===== src/rtl/instruction_fetch_pkg.sv =====
// Shared CPU definitions for the fetch stage:
// FSM encoding, reset vector default, field widths.
package instruction_fetch_pkg;

   localparam int WORD_W = 32;
   localparam int JIDX_W = 26;

   localparam logic [WORD_W-1:0] RESET_VECTOR_DEF = 32'h0000_0000;

   typedef enum logic [1:0] {
      IDLE  = 2'd0,
      FETCH = 2'd1,
      ISSUE = 2'd2
   } fetch_state_t;

endpackage


===== src/rtl/instruction_fetch_pc_next_logic.sv =====
// Next-PC selection for the fetch stage.
// Priority: jump, taken branch, sequential.
module pc_next_logic
   import instruction_fetch_pkg::*;
(
   input  logic [WORD_W-1:0] pc,
   input  logic              jump,
   input  logic              branch,
   input  logic              branch_taken,
   input  logic [WORD_W-1:0] branch_offset,
   input  logic [JIDX_W-1:0] jump_index,
   output logic [WORD_W-1:0] pc_plus4,
   output logic [WORD_W-1:0] next_pc
);

   logic [WORD_W-1:0] br_target;
   logic [WORD_W-1:0] jmp_target;
   logic              sel_jump;
   logic              sel_br;

   assign pc_plus4   = pc + 32'd4;
   assign br_target  = pc_plus4 + (branch_offset << 2);
   assign jmp_target = {pc_plus4[31:28], jump_index, 2'b00};

   // jump wins over a taken branch, so the selects are exclusive
   assign sel_jump = jump;
   assign sel_br   = !jump && branch && branch_taken;

   // pick the target for the instruction leaving ISSUE
   always_comb begin
      next_pc = pc_plus4;
      unique case (1'b1)
         sel_jump: next_pc = jmp_target;
         sel_br:   next_pc = br_target;
         default:  next_pc = pc_plus4;
      endcase
   end

endmodule


===== src/rtl/instruction_fetch.sv =====
// Instruction fetch stage: IDLE -> FETCH -> ISSUE loop,
// one instruction presented per ISSUE, stall holds it.
module instruction_fetch
   import instruction_fetch_pkg::*;
#(
   parameter logic [31:0] RESET_VECTOR = RESET_VECTOR_DEF
)
(
   input  logic              clk,
   input  logic              rst,
   input  logic              stall,
   input  logic              jump,
   input  logic              branch,
   input  logic              branch_taken,
   input  logic [WORD_W-1:0] branch_offset,
   input  logic [JIDX_W-1:0] jump_index,
   output logic              imem_req,
   output logic [WORD_W-1:0] imem_addr,
   input  logic              imem_ack,
   input  logic [WORD_W-1:0] imem_rdata,
   output logic [WORD_W-1:0] ins_out,
   output logic              ins_valid,
   output logic [WORD_W-1:0] pc_out,
   output logic [WORD_W-1:0] pc_plus4
);

   fetch_state_t      state;
   fetch_state_t      state_nxt;
   logic [WORD_W-1:0] pc;
   logic [WORD_W-1:0] next_pc;

   // target is computed from the presented instruction's address
   pc_next_logic u_pc_next (
      .pc            (pc_out),
      .jump          (jump),
      .branch        (branch),
      .branch_taken  (branch_taken),
      .branch_offset (branch_offset),
      .jump_index    (jump_index),
      .pc_plus4      (pc_plus4),
      .next_pc       (next_pc)
   );

   assign imem_addr = pc;

   // state register
   always_ff @(posedge clk) begin
      if (rst) state <= IDLE;
      else     state <= state_nxt;
   end

   // next-state: ack only matters in FETCH, stall only in ISSUE
   always_comb begin
      state_nxt = state;
      unique case (state)
         IDLE:    state_nxt = FETCH;
         FETCH:   if (imem_ack) state_nxt = ISSUE;
         ISSUE:   if (!stall)   state_nxt = FETCH;
         default: state_nxt = IDLE;
      endcase
   end

   // Moore outputs decoded from state
   always_comb begin
      imem_req  = 1'b0;
      ins_valid = 1'b0;
      unique case (state)
         FETCH:   imem_req  = 1'b1;
         ISSUE:   ins_valid = 1'b1;
         default: ;
      endcase
   end

   // capture fetched word, advance pc when ISSUE releases
   always_ff @(posedge clk) begin
      if (rst) begin
         pc      <= {RESET_VECTOR[31:2], 2'b00};
         ins_out <= '0;
         pc_out  <= '0;
      end else begin
         if (state == FETCH && imem_ack) begin
            ins_out <= imem_rdata;
            pc_out  <= pc;
         end
         if (state == ISSUE && !stall) begin
            pc <= next_pc;
         end
      end
   end

endmodule


===== config.mk =====
export PLATFORM = sky130hd
export DESIGN_NAME = instruction_fetch
export DESIGN_NICKNAME = d
export VERILOG_FILES = /design/src/rtl/instruction_fetch_pkg.sv /design/src/rtl/instruction_fetch_pc_next_logic.sv /design/src/rtl/instruction_fetch.sv
export SDC_FILE = /design/constraint.sdc
export NUM_CORES = 1
export LEC_CHECK = 0
export CAP_MARGIN = 20
export CORE_AREA = 2 2 155 157
export CTS_BUF_LIST = sky130_fd_sc_hd__clkbuf_4
export DETAILED_ROUTE_END_ITERATION = 8
export DIE_AREA = 0 0 157 159
export HOLD_SLACK_MARGIN = 0.06
export PLACE_DENSITY = 0.53
export SLEW_MARGIN = 0
export SYNTH_ARGS = -nofsm -noshare
export SYNTH_HDL_FRONTEND = slang
export SYNTH_HIERARCHICAL = 1
export SYNTH_SLANG_ARGS = --single-unit

===== constraint.sdc =====
create_clock -name clk -period 4.3 [get_ports clk]
set_input_delay 0.645 -clock clk [delete_from_list [all_inputs] [get_ports clk]]
set_output_delay 0.645 -clock clk [all_outputs]
set_load 0.1 [all_outputs]

* After elaboration in Yosys (flattened, before gate mapping)
Index checks and enable logic that the tools add are counted.
W data, S select, Z words.
** Operators by class
- Add/sub/neg operators :: 2
- Eq/ne operators :: 4
- Muxes and demuxes :: 6
- Reductions and logical operators :: 8
** Operators with widths (number)
- $pmux W32 S2 :: 1
- $add A32 B3 Y32 const B :: 1
- $add A32 B32 Y32 :: 1
- $pmux W2 S3 :: 1
- $logic_and A1 B1 Y1 :: 4
- $mux W2 :: 2
- $ne A2 B2 Y1 const B :: 2
- $eq A2 B1 Y1 const B :: 1
- $eq A2 B2 Y1 const B :: 1
- $logic_not A1 Y1 :: 2
- $logic_not A2 Y1 :: 1
- $mux W1 :: 2
- $reduce_and A2 Y1 :: 1
** Word-level totals
- Bits in registers :: 98
- Output and inout port bits :: 130
- Logic and storage cells :: 24

* Depth between registers and ports, before layout
- Word-level depth :: 4
- Gate-level depth with buffers :: 19

* Cells and area by module
The synthesis kept the hierarchy.
** By module, submodules not included
- instruction_fetch :: instances 1, cells an instance 393, area each 4227.8 sq um, seq. area each 1961.9 sq um
- pc_next_logic :: instances 1, cells an instance 393, area each 2678.8 sq um, seq. area each 0.0 sq um

* Worst setup path after synthesis
Ideal clock, no wire load.
- Path kind :: reg-to-reg
- From :: register pc_out[5]
- To :: register pc[31] (netlist: imem_addr[31])
- Library setup time :: 0.123 ns
- Arrival time :: 5.954 ns
- Setup slack :: -1.777 ns
- Stages on the path, launching flop included :: 20
- Buffers on the path :: 0
- Period minus slack after synthesis :: 6.077 ns
- Path through :: dfxtp_1 -> and3_1 -> and2_1 -> nand4_1 -> nor3_2 -> and2_1 -> nand4_1 -> xnor2_1 -> ha_1 -> inv_2 -> o21ai_1 -> o211a_1 -> o41ai_1 -> o21ba_2 -> o22ai_1 -> a41o_1 -> a21oi_1 -> xnor2_1 -> nand2b_1 -> mux2i_1
** On the way
- Word-level cells in the longest chain between the ends :: 3
** Ends and longest elaborated chain
- start, declared :: line instruction_fetch.sv:23 : output logic [WORD_W-1:0] pc_out,
- start signal, assigned :: line instruction_fetch.sv:83 : pc_out <= pc;
- $add A32 B3 Y32 :: line instruction_fetch_pc_next_logic.sv:21 : assign pc_plus4 = pc + 32'd4;
- net pc_plus4[25] :: line instruction_fetch.sv:24 : output logic [WORD_W-1:0] pc_plus4
- $add A32 B32 Y32 :: line instruction_fetch_pc_next_logic.sv:22 : assign br_target = pc_plus4 + (branch_offset << 2);
- $pmux W32 S2 :: line instruction_fetch_pc_next_logic.sv:32 : unique case (1'b1)
- net next_pc[31] :: line instruction_fetch.sv:30 : logic [WORD_W-1:0] next_pc;
- end signal, assigned :: line instruction_fetch.sv:77 : pc <= {RESET_VECTOR[31:2], 2'b00};
- end signal, assigned :: line instruction_fetch.sv:86 : pc <= next_pc;
- end, declared :: line instruction_fetch.sv:29 : logic [WORD_W-1:0] pc;
The timed path passes the listed nets, and every way through them passes these cells.
A chain may end at the register's enable or synchronous reset.

* Final worst setup path
- From :: register pc_out[5]
- To :: register pc[24] (netlist: imem_addr[24])
** On the way
- Word-level cells in the longest chain between the ends :: 3
** Ends and longest elaborated chain (line)
- $add A32 B3 Y32 * :: instruction_fetch_pc_next_logic.sv:21
- $add A32 B32 Y32 :: instruction_fetch_pc_next_logic.sv:22
- $pmux W32 S2 * :: instruction_fetch_pc_next_logic.sv:32
- net next_pc[24] :: instruction_fetch.sv:30
Mark *: on every way through the listed nets, which the timed path passes. The rest lies on a longest branch.

==> run_results.csv <==
group,metric,value,unit
status,status,"finished clean",
cells_and_area,drive_above_1_share,0.146,
drt,dr_wl_met2,9.58,mm
synth,seq_area_frac_synth,0.284,
pwr,total_power,0.00200,W
setup_path,critPathKind,"flop to flop",
cts,hold_buffers,0,
sta,clock.fmax,250,MHz
global_route,grt-ovfl-total,0,
cts,cts_sinks,98,
place,place_ws,0.195,ns
die,rows,56,
sta,fin_crit,4.01,ns
synth,yosysUniqueCellTypes,62,
cts,cts_inserted_buffers,9,
cts,worstSkewPairLatency,0.45,ns
place,port-buffer-count,224,
pwr,power_frac_clock,0.250,
drt,ant_nets,0,
min_path,hold_path.class,"flop to flop",
die,die_area,25000,µm²
die,die_h,159,µm
setup_path,cp_max_fo,6,
synth,ys_ff_latch,98,
drt,met1_length,10.4,mm
cells_and_area,area_delta_synth_final,44.1,%
drt,drt_iter0_markers,180,
cts,clock_path_buffers,2,
global_route,grt_max_degree,114,
sta,min_period_over_period,0.932,
cells_and_area,fillers,2363,
sta,timing.final.ws_setup,0.293,ns
die,initial_utilization,0.298,
sta,hold_ws,0.480,ns
die,die_w,157,µm
pwr,pwr-share-comb,0.281,
drt,wl,21.6,mm
cts,cts_root_buf,"clkbuf_4",
synth,synth_top_cell_by_area,"dfxtp_1",
synth,synth_compound_area_frac,0.128,
sta,worst_pin_slew,1.09,ns
synth,synth-xor-area-share,0.0672,
synth,synth_edf_count,0,
pwr,powerDensity,201,nW/µm²
setup_path,reg2reg_to,"imem_addr[24]",
pwr,switchingPower,0.000672,W
synth,synth-async-reset-ratio,0,
run,drv_cap,0,
place,dpl.hpwl,16.8,mm
synth,post_synth.cell_area_avg,8.79,µm²
synth,synth.top_cell.area_share,0.284,
sta,hold_viol,0,
place,gp_congestion,0.887,
cts,cts.htree.levels,3,
setup_path,endpoint,"imem_addr[24]",
synth,synth_top_family_by_area,"simple AND/OR/NAND/NOR gates",
cts,clk_pin_slew,0.16,ns
sta,setup_viol,0,
drt,viasPerCell,4.56,
synth,synth_ff_type,"dfxtp_1",
setup_path,rr_worst_depth,18,
global_route,grt_pass1_vias,5980,
cells_and_area,final_common_cell,"clkdlybuf4s50_1",
global_route,gr-usage-all-layers,0.170,
cells_and_area,nets,1128,
synth,yosysWarnings,6,
global_route,antenna_found_initial,1,
setup_path,cp-start-kind,"flop",
cells_and_area,fin_area,9950,µm²
place,dpl-instance-area,9780,µm²
sta,finClkSkew,0.0148,ns
synth,synthSimpleGateAreaFrac,0.245,
synth,synthMuxAreaShare,0.154,
cells_and_area,final_cell_mix,"clkdlybuf4s50_1 (202), nand2b_1 (165), mux2i_1 (97), dfxtp_1 (79), buf_4 (42)",
setup_path,cp-end-kind,"flop",
pwr,vdd_drop_max,124,µV
setup_path,worstReg2RegStart,"pc_out[5]",
setup_path,startpoint,"pc_out[5]",
drt,drc,0,
setup_path,critPathArrivalTime,4.39,ns
synth,syn_area,6910,µm²
drt,wl_per_cell,16.4,µm
pwr,p_int,0.00133,W
pwr,p_sw_frac,0.336,
drt,vias,6015,
synth,synth-adder-area-share,0.0663,
cells_and_area,final_util,0.429,
global_route,grt_pass1_wl,33.4,mm
setup_path,required,4.68,ns
synth,syn_inst,786,
pwr,power_leakage,3.84,nW
sta,drv_slew,0,
die,io_pins,227,
die,fp.coreArea,23200,µm²
setup_path,r2r_slack,0.29,ns
pwr,seqPwrFrac,0.469,
sta,relSlewSlack,0.272,
synth,synthTopCellsByArea,"dfxtp_1 (28%), nand2b_1 (15%), mux2i_1 (14%), ha_1 (6.3%), xnor2_1 (4.2%)",
drt,routed-wl-met3,1.46,mm
drt,routed.top_layer,"met4",
drt,first_pass_iters,5,
synth,synth_nets,919,
cts,cts_tree,"done",
-- layer usage --
metal	vias up	global-route usage
met5	-	0
met4	0	0.0359
met2	152	0.265
li1	3139	-
met1	2716	0.239
met3	8	0.0406
-- layout make-up --
type / instances / area, µm² / area share
clock buffers: 9 / 67.6 / 0.00679
diodes: 1 / 2.50 / 0.000251
multi-input cells: 623 / 4990 / 0.502
clock inverters: 7 / 70.1 / 0.00704
flip-flops and latches: 98 / 2010 / 0.202
repair buffers: 244 / 2340 / 0.235
inverters: 19 / 71.3 / 0.00717
well taps: 319 / 399 / 0.0401
-- how the worst min path moves through the flow --
| stage | startpoint | end | slack, ns | cells after the start |
|---|---|---|---|---|
| 6_report | ins_out[23] | ins_out[23] | 0.48 | 2 |
| 5_1_grt | ins_out[1] | ins_out[1] | 0.50 | 2 |
| 4_1_cts | ins_out[6] | ins_out[6] | 0.49 | 2 |
| 3_5_place_dp | ins_out[6] | ins_out[6] | 0.46 | 2 |
| 3_3_place_gp | ins_out[4] | ins_out[4] | 0.46 | 2 |
| 2_1_floorplan | state[1] | state[0] | 0.56 | 2 |
-- flip-flops by register name, summed over array words and instances, names as in the netlist --
name,count
imem_addr,32
ins_out,32
pc_out,32
state,2
-- per-stage QoR --
stage,instances,TNS (ns)
after floorplan,786,-0.890
after global placement,1301,0
after detailed placement,1301,0
after CTS,1317,0
after global routing,1320,-0.00950
final,1320,0
-- critical path, stage by stage, from the launching register on --
cell      delay (ns)
dfxtp_4         0.42
and3_4          0.18
and2_4          0.15
nand4_1         0.18
nor2_1          0.23
nand4_1         0.24
xnor2_4         0.29
ha_4            0.26
a21o_1          0.18
a21o_1          0.18
a21o_1          0.19
a31oi_2         0.18
o31a_1          0.23
nor3_1          0.08
nand2b_1        0.16
xnor2_1         0.15
a221oi_2        0.40
nand2b_1        0.11
mux2i_1         0.13
-- Yosys cell counts, types with 3 or more instances --
cell and n:
a211oi_1 4, a21o_1 16, a21oi_1 40, a221oi_1 6
a31oi_1 9, and2_1 5, and3_1 12, buf_12 6
buf_2 3, buf_4 6, clkbuf_1 27, dfxtp_1 98
ha_1 35, inv_1 17, mux2_2 8, mux2i_1 97
nand2_1 35, nand2b_1 165, nand3_1 15, nand4_1 9
nor2_1 36, nor2b_1 6, nor3_1 6, o21a_1 5
o21ai_0 7, o21ai_1 12, o21bai_1 4, xnor2_1 33
xor2_1 20
-- logic make-up after synthesis --
logic type | after synthesis
compound gates | 130
xor+xnor | 53
fa+ha+maj | 36
buf+inv | 65
flops | 98
mux | 105
simple gates | 299
-- timing repair --
item                                    CTS  global route
endpoints found under the hold margin     0             0
gates resized for setup                   0             4
buffers inserted                          0             2
endpoints found under the setup margin    0             3
-- power by group through the flow --
stage	clock, W	combinational (W)	sequential, W
after floorplan	0	0.000241	0.00110
after global placement	0	0.000563	0.000958
after detailed placement	0	0.000563	0.000958
after CTS	0.000528	0.000565	0.000939
after global routing	0.000552	0.000598	0.000942
final	0.000499	0.000562	0.000939
Power figures use the tool's default switching activity.
